$ cat config.mk
export PLATFORM = sky130hd
export DESIGN_NAME = logmul_serial_afpm
export DESIGN_NICKNAME = d
export VERILOG_FILES = /design/src/rtl/logmul_pkg.sv /design/src/rtl/logmul_core.sv /design/src/rtl/logmul_serial_afpm.sv
export SDC_FILE = /design/constraint.sdc
export NUM_CORES = 1
export LEC_CHECK = 0
export BUFFER_PORTS_ARGS = -buffer_cell sky130_fd_sc_hd__buf_2
export CAP_MARGIN = 0
export CORE_MARGIN = 3
export CORE_UTILIZATION = 60
export DETAILED_ROUTE_END_ITERATION = 10
export MAX_ROUTING_LAYER = met4
export PLACE_DENSITY_LB_ADDON = 0.12
export SYNTH_ARGS = -nofsm -noshare
export SYNTH_HDL_FRONTEND = slang
export SYNTH_SLANG_ARGS = --single-unit
$ cat constraint.sdc
create_clock -name clk -period 5.4 [get_ports clk]
set_input_delay 0.27 -clock clk [delete_from_list [all_inputs] [get_ports clk]]
set_output_delay 0.27 -clock clk [all_outputs]
set_load 0.01 [all_outputs]
$ cat src/rtl/logmul_pkg.sv
// Shared definitions for the serial logarithmic (Mitchell) FP multiplier:
// FSM states, flag bit positions and width/bias/NaN helper functions.
package logmul_pkg;

    typedef enum logic [1:0] {
        ST_LOAD = 2'd0,
        ST_CALC = 2'd1,
        ST_SEND = 2'd2
    } state_e;

    localparam int FLAG_NAN = 2;
    localparam int FLAG_OVF = 1;
    localparam int FLAG_UNF = 0;

    function automatic int word_width(input int exp_w, input int man_w);
        return 1 + exp_w + man_w;
    endfunction

    function automatic int beat_count(input int exp_w, input int man_w, input int bus_w);
        return (1 + exp_w + man_w) / bus_w;
    endfunction

    function automatic int exp_bias(input int exp_w);
        return (1 << (exp_w - 1)) - 1;
    endfunction

    // Quiet NaN with positive sign, all-ones exponent and only the top
    // mantissa bit set; callers take the low word_width() bits.
    function automatic logic [63:0] canonical_nan(input int exp_w, input int man_w);
        logic [63:0] v;
        v = '0;
        for (int i = 0; i < exp_w; i++) begin
            v[man_w + i] = 1'b1;
        end
        v[man_w - 1] = 1'b1;
        return v;
    endfunction

endpackage

$ cat src/rtl/logmul_core.sv
// Combinational Mitchell-approximation multiplier datapath with special-case
// handling. The optional correction term is enabled by LOGMUL_CORR_EN.
module logmul_core
    import logmul_pkg::*;
#(
    parameter int  EXP_W = 5,
    parameter int  MAN_W = 10,
    localparam int W     = 1 + EXP_W + MAN_W
) (
    input  logic [W-1:0] a,
    input  logic [W-1:0] b,
    output logic [W-1:0] r,
    output logic [2:0]   flags
);

    localparam int                      BIAS     = exp_bias(EXP_W);
    localparam logic [63:0]             NAN_WORD = canonical_nan(EXP_W, MAN_W);
    localparam logic signed [EXP_W+1:0] BIAS_S   = (EXP_W+2)'(BIAS);
    localparam logic signed [EXP_W+1:0] E_ONE    = (EXP_W+2)'(1);
    localparam logic signed [EXP_W+1:0] E_ZERO   = (EXP_W+2)'(0);
    localparam logic signed [EXP_W+1:0] E_MAX    = (EXP_W+2)'((1 << EXP_W) - 1);
    localparam logic [EXP_W-1:0]        EXP_ONES = '1;

    logic                      sa, sb, s;
    logic [EXP_W-1:0]          ea, eb;
    logic [MAN_W-1:0]          fa, fb, mant;
    logic [MAN_W:0]            s_sum;
    logic signed [EXP_W+1:0]   e_sum, e_fin;
    logic                      a_nan, b_nan, a_inf, b_inf, a_zero, b_zero;
`ifdef LOGMUL_CORR_EN
    logic [3:0]                corr_prod;
    logic [MAN_W:0]            corr_sum;
`endif

    // Log-domain add of exponents and mantissas, then special-case override.
    // Exponent-zero operands count as zero (subnormals are flushed), so a
    // subnormal times Inf is treated the same as 0 times Inf.
    always_comb begin
        sa     = a[W-1];
        sb     = b[W-1];
        s      = sa ^ sb;
        ea     = a[W-2:MAN_W];
        eb     = b[W-2:MAN_W];
        fa     = a[MAN_W-1:0];
        fb     = b[MAN_W-1:0];
        a_nan  = (ea == EXP_ONES) && (fa != '0);
        b_nan  = (eb == EXP_ONES) && (fb != '0);
        a_inf  = (ea == EXP_ONES) && (fa == '0);
        b_inf  = (eb == EXP_ONES) && (fb == '0);
        a_zero = (ea == '0);
        b_zero = (eb == '0);
`ifdef LOGMUL_CORR_EN
        corr_prod = '0;
        corr_sum  = '0;
`endif
        s_sum = {1'b0, fa} + {1'b0, fb};
        e_sum = $signed({2'b00, ea}) + $signed({2'b00, eb}) - BIAS_S;
        if (s_sum[MAN_W]) begin
            e_fin = e_sum + E_ONE;
            mant  = s_sum[MAN_W-1:0];
        end else begin
            e_fin = e_sum;
`ifdef LOGMUL_CORR_EN
            corr_prod = fa[MAN_W-1:MAN_W-2] * fb[MAN_W-1:MAN_W-2];
            corr_sum  = s_sum + ((MAN_W+1)'(corr_prod) << (MAN_W - 4));
            mant      = corr_sum[MAN_W] ? '1 : corr_sum[MAN_W-1:0];
`else
            mant = s_sum[MAN_W-1:0];
`endif
        end

        r     = {s, e_fin[EXP_W-1:0], mant};
        flags = '0;
        if (a_nan || b_nan || (a_inf && b_zero) || (b_inf && a_zero)) begin
            r               = NAN_WORD[W-1:0];
            flags[FLAG_NAN] = 1'b1;
        end else if (a_inf || b_inf) begin
            r = {s, EXP_ONES, {MAN_W{1'b0}}};
        end else if (a_zero || b_zero) begin
            r = {s, {(W-1){1'b0}}};
        end else if (e_fin >= E_MAX) begin
            r               = {s, EXP_ONES, {MAN_W{1'b0}}};
            flags[FLAG_OVF] = 1'b1;
        end else if (e_fin <= E_ZERO) begin
            r               = {s, {(W-1){1'b0}}};
            flags[FLAG_UNF] = 1'b1;
        end
    end

endmodule

$ cat src/rtl/logmul_serial_afpm.sv
// Beat-serial handshaked front end around logmul_core: collects operand
// beats (LSB beat first), computes in one cycle, streams the result out.
// Optional correction term: define LOGMUL_CORR_EN.
module logmul_serial_afpm
    import logmul_pkg::*;
#(
    parameter int EXP_W = 5,
    parameter int MAN_W = 10,
    parameter int BUS_W = 8
) (
    input  logic             clk,
    input  logic             rst,
    input  logic             in_valid,
    output logic             in_ready,
    input  logic [BUS_W-1:0] a_in,
    input  logic [BUS_W-1:0] b_in,
    output logic             out_valid,
    input  logic             out_ready,
    output logic [BUS_W-1:0] y_out,
    output logic             out_last,
    output logic [2:0]       flags
);

    localparam int               W         = word_width(EXP_W, MAN_W);
    localparam int               BEATS     = beat_count(EXP_W, MAN_W, BUS_W);
    localparam int               CNT_W     = (BEATS > 1) ? $clog2(BEATS) : 1;
    localparam logic [CNT_W-1:0] LAST_BEAT = CNT_W'(BEATS - 1);
    localparam logic [CNT_W-1:0] CNT_ONE   = CNT_W'(1);

    state_e           state_q, state_d;
    logic [CNT_W-1:0] cnt_q, cnt_d;
    logic [W-1:0]     a_q, a_d, b_q, b_d, r_q, r_d;
    logic [2:0]       flags_q, flags_d;
    logic [W-1:0]     core_r;
    logic [2:0]       core_flags;

    logmul_core #(
        .EXP_W(EXP_W),
        .MAN_W(MAN_W)
    ) u_core (
        .a    (a_q),
        .b    (b_q),
        .r    (core_r),
        .flags(core_flags)
    );

    // Outputs are forced low while reset is held.
    assign in_ready  = !rst && (state_q == ST_LOAD);
    assign out_valid = !rst && (state_q == ST_SEND);
    assign out_last  = out_valid && (cnt_q == LAST_BEAT);
    assign y_out     = r_q[cnt_q*BUS_W +: BUS_W];
    assign flags     = out_valid ? flags_q : 3'b000;

    // State, beat counter, operand, result and flag registers.
    always_ff @(posedge clk or posedge rst) begin
        if (rst) begin
            state_q <= ST_LOAD;
            cnt_q   <= '0;
            a_q     <= '0;
            b_q     <= '0;
            r_q     <= '0;
            flags_q <= '0;
        end else begin
            state_q <= state_d;
            cnt_q   <= cnt_d;
            a_q     <= a_d;
            b_q     <= b_d;
            r_q     <= r_d;
            flags_q <= flags_d;
        end
    end

    // Next-state: gather beats in LOAD, latch result in CALC, drain in SEND.
    always_comb begin
        state_d = state_q;
        cnt_d   = cnt_q;
        a_d     = a_q;
        b_d     = b_q;
        r_d     = r_q;
        flags_d = flags_q;
        case (state_q)
            ST_LOAD: begin
                if (in_valid) begin
                    a_d[cnt_q*BUS_W +: BUS_W] = a_in;
                    b_d[cnt_q*BUS_W +: BUS_W] = b_in;
                    if (cnt_q == LAST_BEAT) begin
                        cnt_d   = '0;
                        state_d = ST_CALC;
                    end else begin
                        cnt_d = cnt_q + CNT_ONE;
                    end
                end
            end
            ST_CALC: begin
                r_d     = core_r;
                flags_d = core_flags;
                state_d = ST_SEND;
            end
            ST_SEND: begin
                if (out_ready) begin
                    if (cnt_q == LAST_BEAT) begin
                        cnt_d   = '0;
                        state_d = ST_LOAD;
                    end else begin
                        cnt_d = cnt_q + CNT_ONE;
                    end
                end
            end
            default: begin
                state_d = ST_LOAD;
                cnt_d   = '0;
            end
        endcase
    end

endmodule

# After elaboration in Yosys (flattened, before gate mapping)

Index checks and enable logic that the tools add are counted.

Register bits after elaboration: 54
Input bits: 20
Output and inout port bits: 14
Word-level logic and storage cells: 78

$add $sub $neg: 6
$lt $le $gt $ge: 2
Eq/ne operators: 8
Shift operators: 4
Multiplexer cells: 25
Bitwise operators: 2
Reductions and logical operators: 25

Operators with widths:

| kind                    | number |
|---|---|
| $shiftx 8x34->16        | 2 |
| $mux 15                 | 4 |
| $neg 4->34              | 1 |
| $shift 8x34->16 const A | 1 |
| $bwmux 16               | 2 |
| $logic_not 10->1        | 2 |
| $reduce_bool 10->1      | 2 |
| $mux 16                 | 1 |
| $shiftx 16x5->8         | 1 |
| $mux 2                  | 7 |
| $add 10x10->11          | 1 |
| $eq 5x5->1 const B      | 2 |
| $logic_not 5->1         | 2 |
| $logic_and 1x1->1       | 9 |
| $ne 2x2->1 const B      | 4 |
| $add 7x2->7 const B     | 1 |
| $ge 7x6->1 const B      | 1 |
| $le 7x1->1 const B      | 1 |
| $mux 1                  | 7 |
| $mux 7                  | 1 |
| $sub 7x5->7 const B     | 1 |
| $add 5x5->6             | 1 |
| $pmux 2 s3              | 1 |
| $logic_or 1x1->1        | 5 |
| other kinds (12)        | 12 |

# Depth between registers and ports, before layout

Depth after elaboration: 10
Gate-level depth with buffers: 14
Depth with buffers taken out: 14

# Cells and area by module

A second synthesis with hierarchy kept.

Cells, all modules: 316
Area, all modules: 3590.9 um^2

Modules (own cells, without submodules):

| module             | instances | cells an instance | area each (um^2) | sequential area each (um^2) |
|---|---|---|---|---|
| logmul_serial_afpm | 1         | 140               | 2225.9           | 1351.3 |
| logmul_core        | 1         | 176               | 1365.1           | 0.0 |

# Worst setup path before layout

No wires, ideal clock.

Kind: register to register
From: register a_q[10]
To: register r_q[6]
Library setup time: 0.068 ns
Arrival: 3.229 ns
Data required time: 5.332 ns
Path slack: 2.103 ns
Stages on the path, launching flop included: 14
Path buffers: 0
Clock period less this slack: 3.297 ns
Cells stage by stage: dfrtp_1 ha_1 inv_1 fa_1 inv_1 ha_1 clkinv_1 xnor2_2 xor2_1 and3_1 mux2_1 a31o_4 nor4b_4 a32o_1

Cells in the longest elaborated chain, start to end: 10
Elaborated cells on any way between the ends: 22
Those cells by class: add/sub (3); order compare (2); eq/ne (1); mux (6); reduce/logical (10)

RTL lines:

| element                | line                     | source |
|---|---|---|
| start, declared        | logmul_serial_afpm.sv:32 | `logic [W-1:0] a_q, a_d, b_q, b_d, r_q, r_d;` |
| start signal, assigned | logmul_serial_afpm.sv:59 | `a_q <= '0;` |
| start signal, assigned | logmul_serial_afpm.sv:66 | `a_q <= a_d;` |
| $add 5x5->6            | logmul_core.sv:57        | `e_sum = $signed({2'b00, ea}) + $signed({2'b00, eb}) - BIAS_S;` |
| $sub 7x5->7            | logmul_core.sv:57        |  |
| $add 7x2->7            | logmul_core.sv:59        | `e_fin = e_sum + E_ONE;` |
| $mux 7                 | logmul_core.sv:58        | `if (s_sum[MAN_W]) begin` |
| $le 7x1->1             | logmul_core.sv:84        | `end else if (e_fin <= E_ZERO) begin` |
| $mux 15                | logmul_core.sv:84        |  |
| $mux 15                | logmul_core.sv:81        | `end else if (e_fin >= E_MAX) begin` |
| $mux 15                | logmul_core.sv:79        | `end else if (a_zero \|\| b_zero) begin` |
| $mux 15                | logmul_core.sv:77        | `end else if (a_inf \|\| b_inf) begin` |
| $mux 16 *              | logmul_core.sv:74        | `if (a_nan \|\| b_nan \|\| (a_inf && b_zero) \|\| (b_inf && a_zero)) begin` |
| end signal, assigned   | logmul_serial_afpm.sv:68 | `r_q <= r_d;` |
| end, declared          | logmul_serial_afpm.sv:32 |  |

Mark *: on every way between the ends. The rest lies on a longest branch, timed or not.
A chain may end at the register's enable or synchronous reset.

# Worst setup path after layout

Ends and elaborated chain as after synthesis.

==> flow_summary.json <==
{
  "crit_required_ns": 5.65,
  "synth.distinct_cells": 58,
  "ctsResizeCount": 0,
  "fillers": 418,
  "core-area_mm2": 0.00520,
  "grt_usage_pct": 23.5,
  "rows": 26,
  "drive_gt1_share_pct": 26.5,
  "post-route-period-util_pct": 67.1,
  "max_freq_ghz": 0.276,
  "num_vias": 2480,
  "yosys.area.top_type_share_pct": 40.9,
  "grt-ovfl-total": 0,
  "rsz0062_at_grt": "no",
  "yosys-top-cells-area": "dfrtp_1 41%, mux2_2 13%, ha_1 6.4%",
  "synth-main-ff-cell": "dfrtp_1",
  "dr.pass1.iters": 4,
  "synth-edff-count": 0,
  "grt_pass1_vias": 2313,
  "yosysSeqAreaShare_pct": 40.9,
  "avgSynthCellArea_um2": 10.7,
  "critPathArrivalTime_ns": 3.87,
  "die_w_um": 80.2,
  "worst_pin_slew_ns": 1.17,
  "clkSlewWorstSetupHoldPaths_ns": 0.10,
  "maxCapViolations": 0,
  "cts_num_sinks": 54,
  "hold_slack_ns": 0.201,
  "max-slew-margin-rel_pct": 21.7,
  "start_kind": "flop",
  "worstSetupPathType": "flop to flop",
  "viasPerCell": 6.05,
  "synthTopCellsByCount": "54 x dfrtp_1, 38 x mux2_2, 22 x nor2_1, 17 x ha_1, 14 x nand2_1",
  "cpLargestDelayFamily": "adder cells",
  "clkLatencyLatePin_ns": 0.31,
  "antenna_cells": 0,
  "synth_area_mm2": 0.00331,
  "critPathBufInv": 3,
  "routed_wl_um": 6850,
  "cp-startpoint": "a_q[10]",
  "cts_buffer_depth": 2,
  "ctsHtreeMaxLevel": 2,
  "setup_viol": 0,
  "status": "completed",
  "place_congestion": 0.886,
  "critPathMaxStageDelay_ns": 0.49,
  "hold_class": "primary input to flop",
  "drv_slew": 0,
  "synth.largest_area_cell": "dfrtp_1",
  "period_needed_ns": 3.62,
  "synth.yosys.warnings": 0,
  "cts-buffers-inserted": 5,
  "worstHoldStart": "b_in[7]",
  "final_nets": 379,
  "syn_inst": 309,
  "drc": 0,
  "setup_tns_ns": 0,
  "cts_hold_buf": 0,
  "layout-area-overhead-vs-synth_pct": 9.58,
  "io_pins": 34,
  "timing.rr.start": "a_q[10]",
  "cp_slowest_cell": "fa_1",
  "cp_cell_sequence": "ha_1 > inv_1 > fa_1 > inv_1 > ha_1 > clkinv_1 > xnor2_2 > xor2_1 > and3_1 > mux2_1 > a31o_4 > nor4b_4 > a32o_1",
  "fin_skew_ns": 0.00868,
  "ys_ff_latch": 54,
  "grt_pass1_wl_um": 11500,
  "port_buffers": 33,
  "post-cts-setup-buffers": 0,
  "dieHeight_um": 80.2,
  "grt_max_degree": 55,
  "worstPathMaxFanout": 9,
  "ant_nets": 0,
  "synthMostInstantiatedCell": "dfrtp_1",
  "wl_per_cell_um": 16.7,
  "synth.net_count": 348,
  "worstSetupEndpointType": "flop",
  "drtIter0Drc": 117,
  "async_flop_share_pct": 100,
  "clock-root-buffer": "clkbuf_8",
  "cts_tree": "yes",
  "dieArea_mm2": 0.00644,
  "start_util_pct": 63.5,
  "hpwl_um": 5250,
  "antenna_found_initial": 0,
  "hold_viol_final": 0
}
-- sequential cells by signal, summed over array words and instances, names as in the netlist --
name / cells
state_q: 2
b_q: 16
cnt_q: 1
r_q: 16
a_q: 16
flags_q: 3
-- final timing paths --
kind	endpoint	slack, ns	cells after the start
max	r_q[6]	1.78	13
min	b_q[15]	0.20	2
max reg2reg	r_q[6]	1.78	13
min reg2reg	r_q[15]	0.49	2
max in group asynchronous	b_q[7]	4.48	2
min in group asynchronous	r_q[5]	0.26	2
-- final cells by class --
| type | count | area (um^2) | share of cell area, % |
|---|---|---|---|
| Clock buffer | 6 | 72.6 | 2.00 |
| Clock inverter | 1 | 7.51 | 0.207 |
| Inverter | 10 | 37.5 | 1.04 |
| Multi-Input combinational cell | 235 | 1890 | 52.3 |
| Sequential cell | 54 | 1350 | 37.3 |
| Tap cell | 70 | 87.6 | 2.42 |
| Timing Repair Buffer | 34 | 173 | 4.77 |
-- cell usage in the layout (no fill, tap or decap), types with 2 or more instances in the layout --
master | netlist | routed
a211o_1 | 3 | 3
nor2b_1 | 3 | 3
nor4_1 | 5 | 5
nand2b_1 | 7 | 7
a32o_1 | 2 | 2
a21oi_1 | 11 | 11
and3_1 | 7 | 7
mux2i_1 | 3 | 3
inv_1 | 9 | 8
nand3_1 | 8 | 8
and2_1 | 5 | 5
dfrtp_1 | 54 | 54
nand4_1 | 2 | 2
ha_1 | 17 | 17
a21o_1 | 2 | 2
nand2_1 | 14 | 14
xor2_1 | 7 | 7
o22ai_1 | 5 | 5
o21ai_0 | 9 | 9
nand3b_1 | 2 | 2
nor3_1 | 6 | 6
nor2_1 | 22 | 22
o41ai_1 | 2 | 2
o21a_1 | 2 | 2
fa_1 | 2 | 2
a22o_1 | 8 | 8
clkbuf_8 | 0 | 5
buf_2 | 0 | 33
or4_1 | 3 | 3
o221ai_1 | 2 | 2
o21ai_1 | 3 | 3
xnor2_1 | 11 | 11
mux2_2 | 38 | 38
-- per-stage QoR --
stage / setup slack (ns) / instances / instance area [um^2] / utilization [%]
6_report: 1.78 / 410 / 3620 / 69.6
5_1_grt: 1.52 / 410 / 3620 / 69.6
4_1_cts: 1.80 / 410 / 3620 / 69.6
3_5_place_dp: 1.81 / 403 / 3540 / 68.1
3_3_place_gp: 1.94 / 403 / 3540 / 68.1
2_1_floorplan: 2.10 / 309 / 3310 / -
-- metal layers --
layer  share of wire, %  global-route usage [%]
met3                4.1                    3.36
met2                 45                    36.2
met4                1.2                    4.56
met1                 49                    33.6
met5                  0                       -
-- kinds of logic (layout without fill, tap and decap cells) --
logic type / count (synthesis) / count (layout) / share of synthesized area (%)
XOR/XNOR: 19 / 19 / 5.26
multiplexers: 42 / 42 / 14.2
AO/OA/AOI/OAI: 60 / 60 / 13.3
buffers and inverters: 20 / 51 / 2.50
AND/OR/NAND/NOR: 95 / 95 / 16.2
adder cells (fa/ha/maj): 19 / 19 / 7.65
flip-flops: 54 / 54 / 40.9
Power is not shown: default switching activity piles up to over one toggle a cycle in this logic, so the estimate is an artifact.
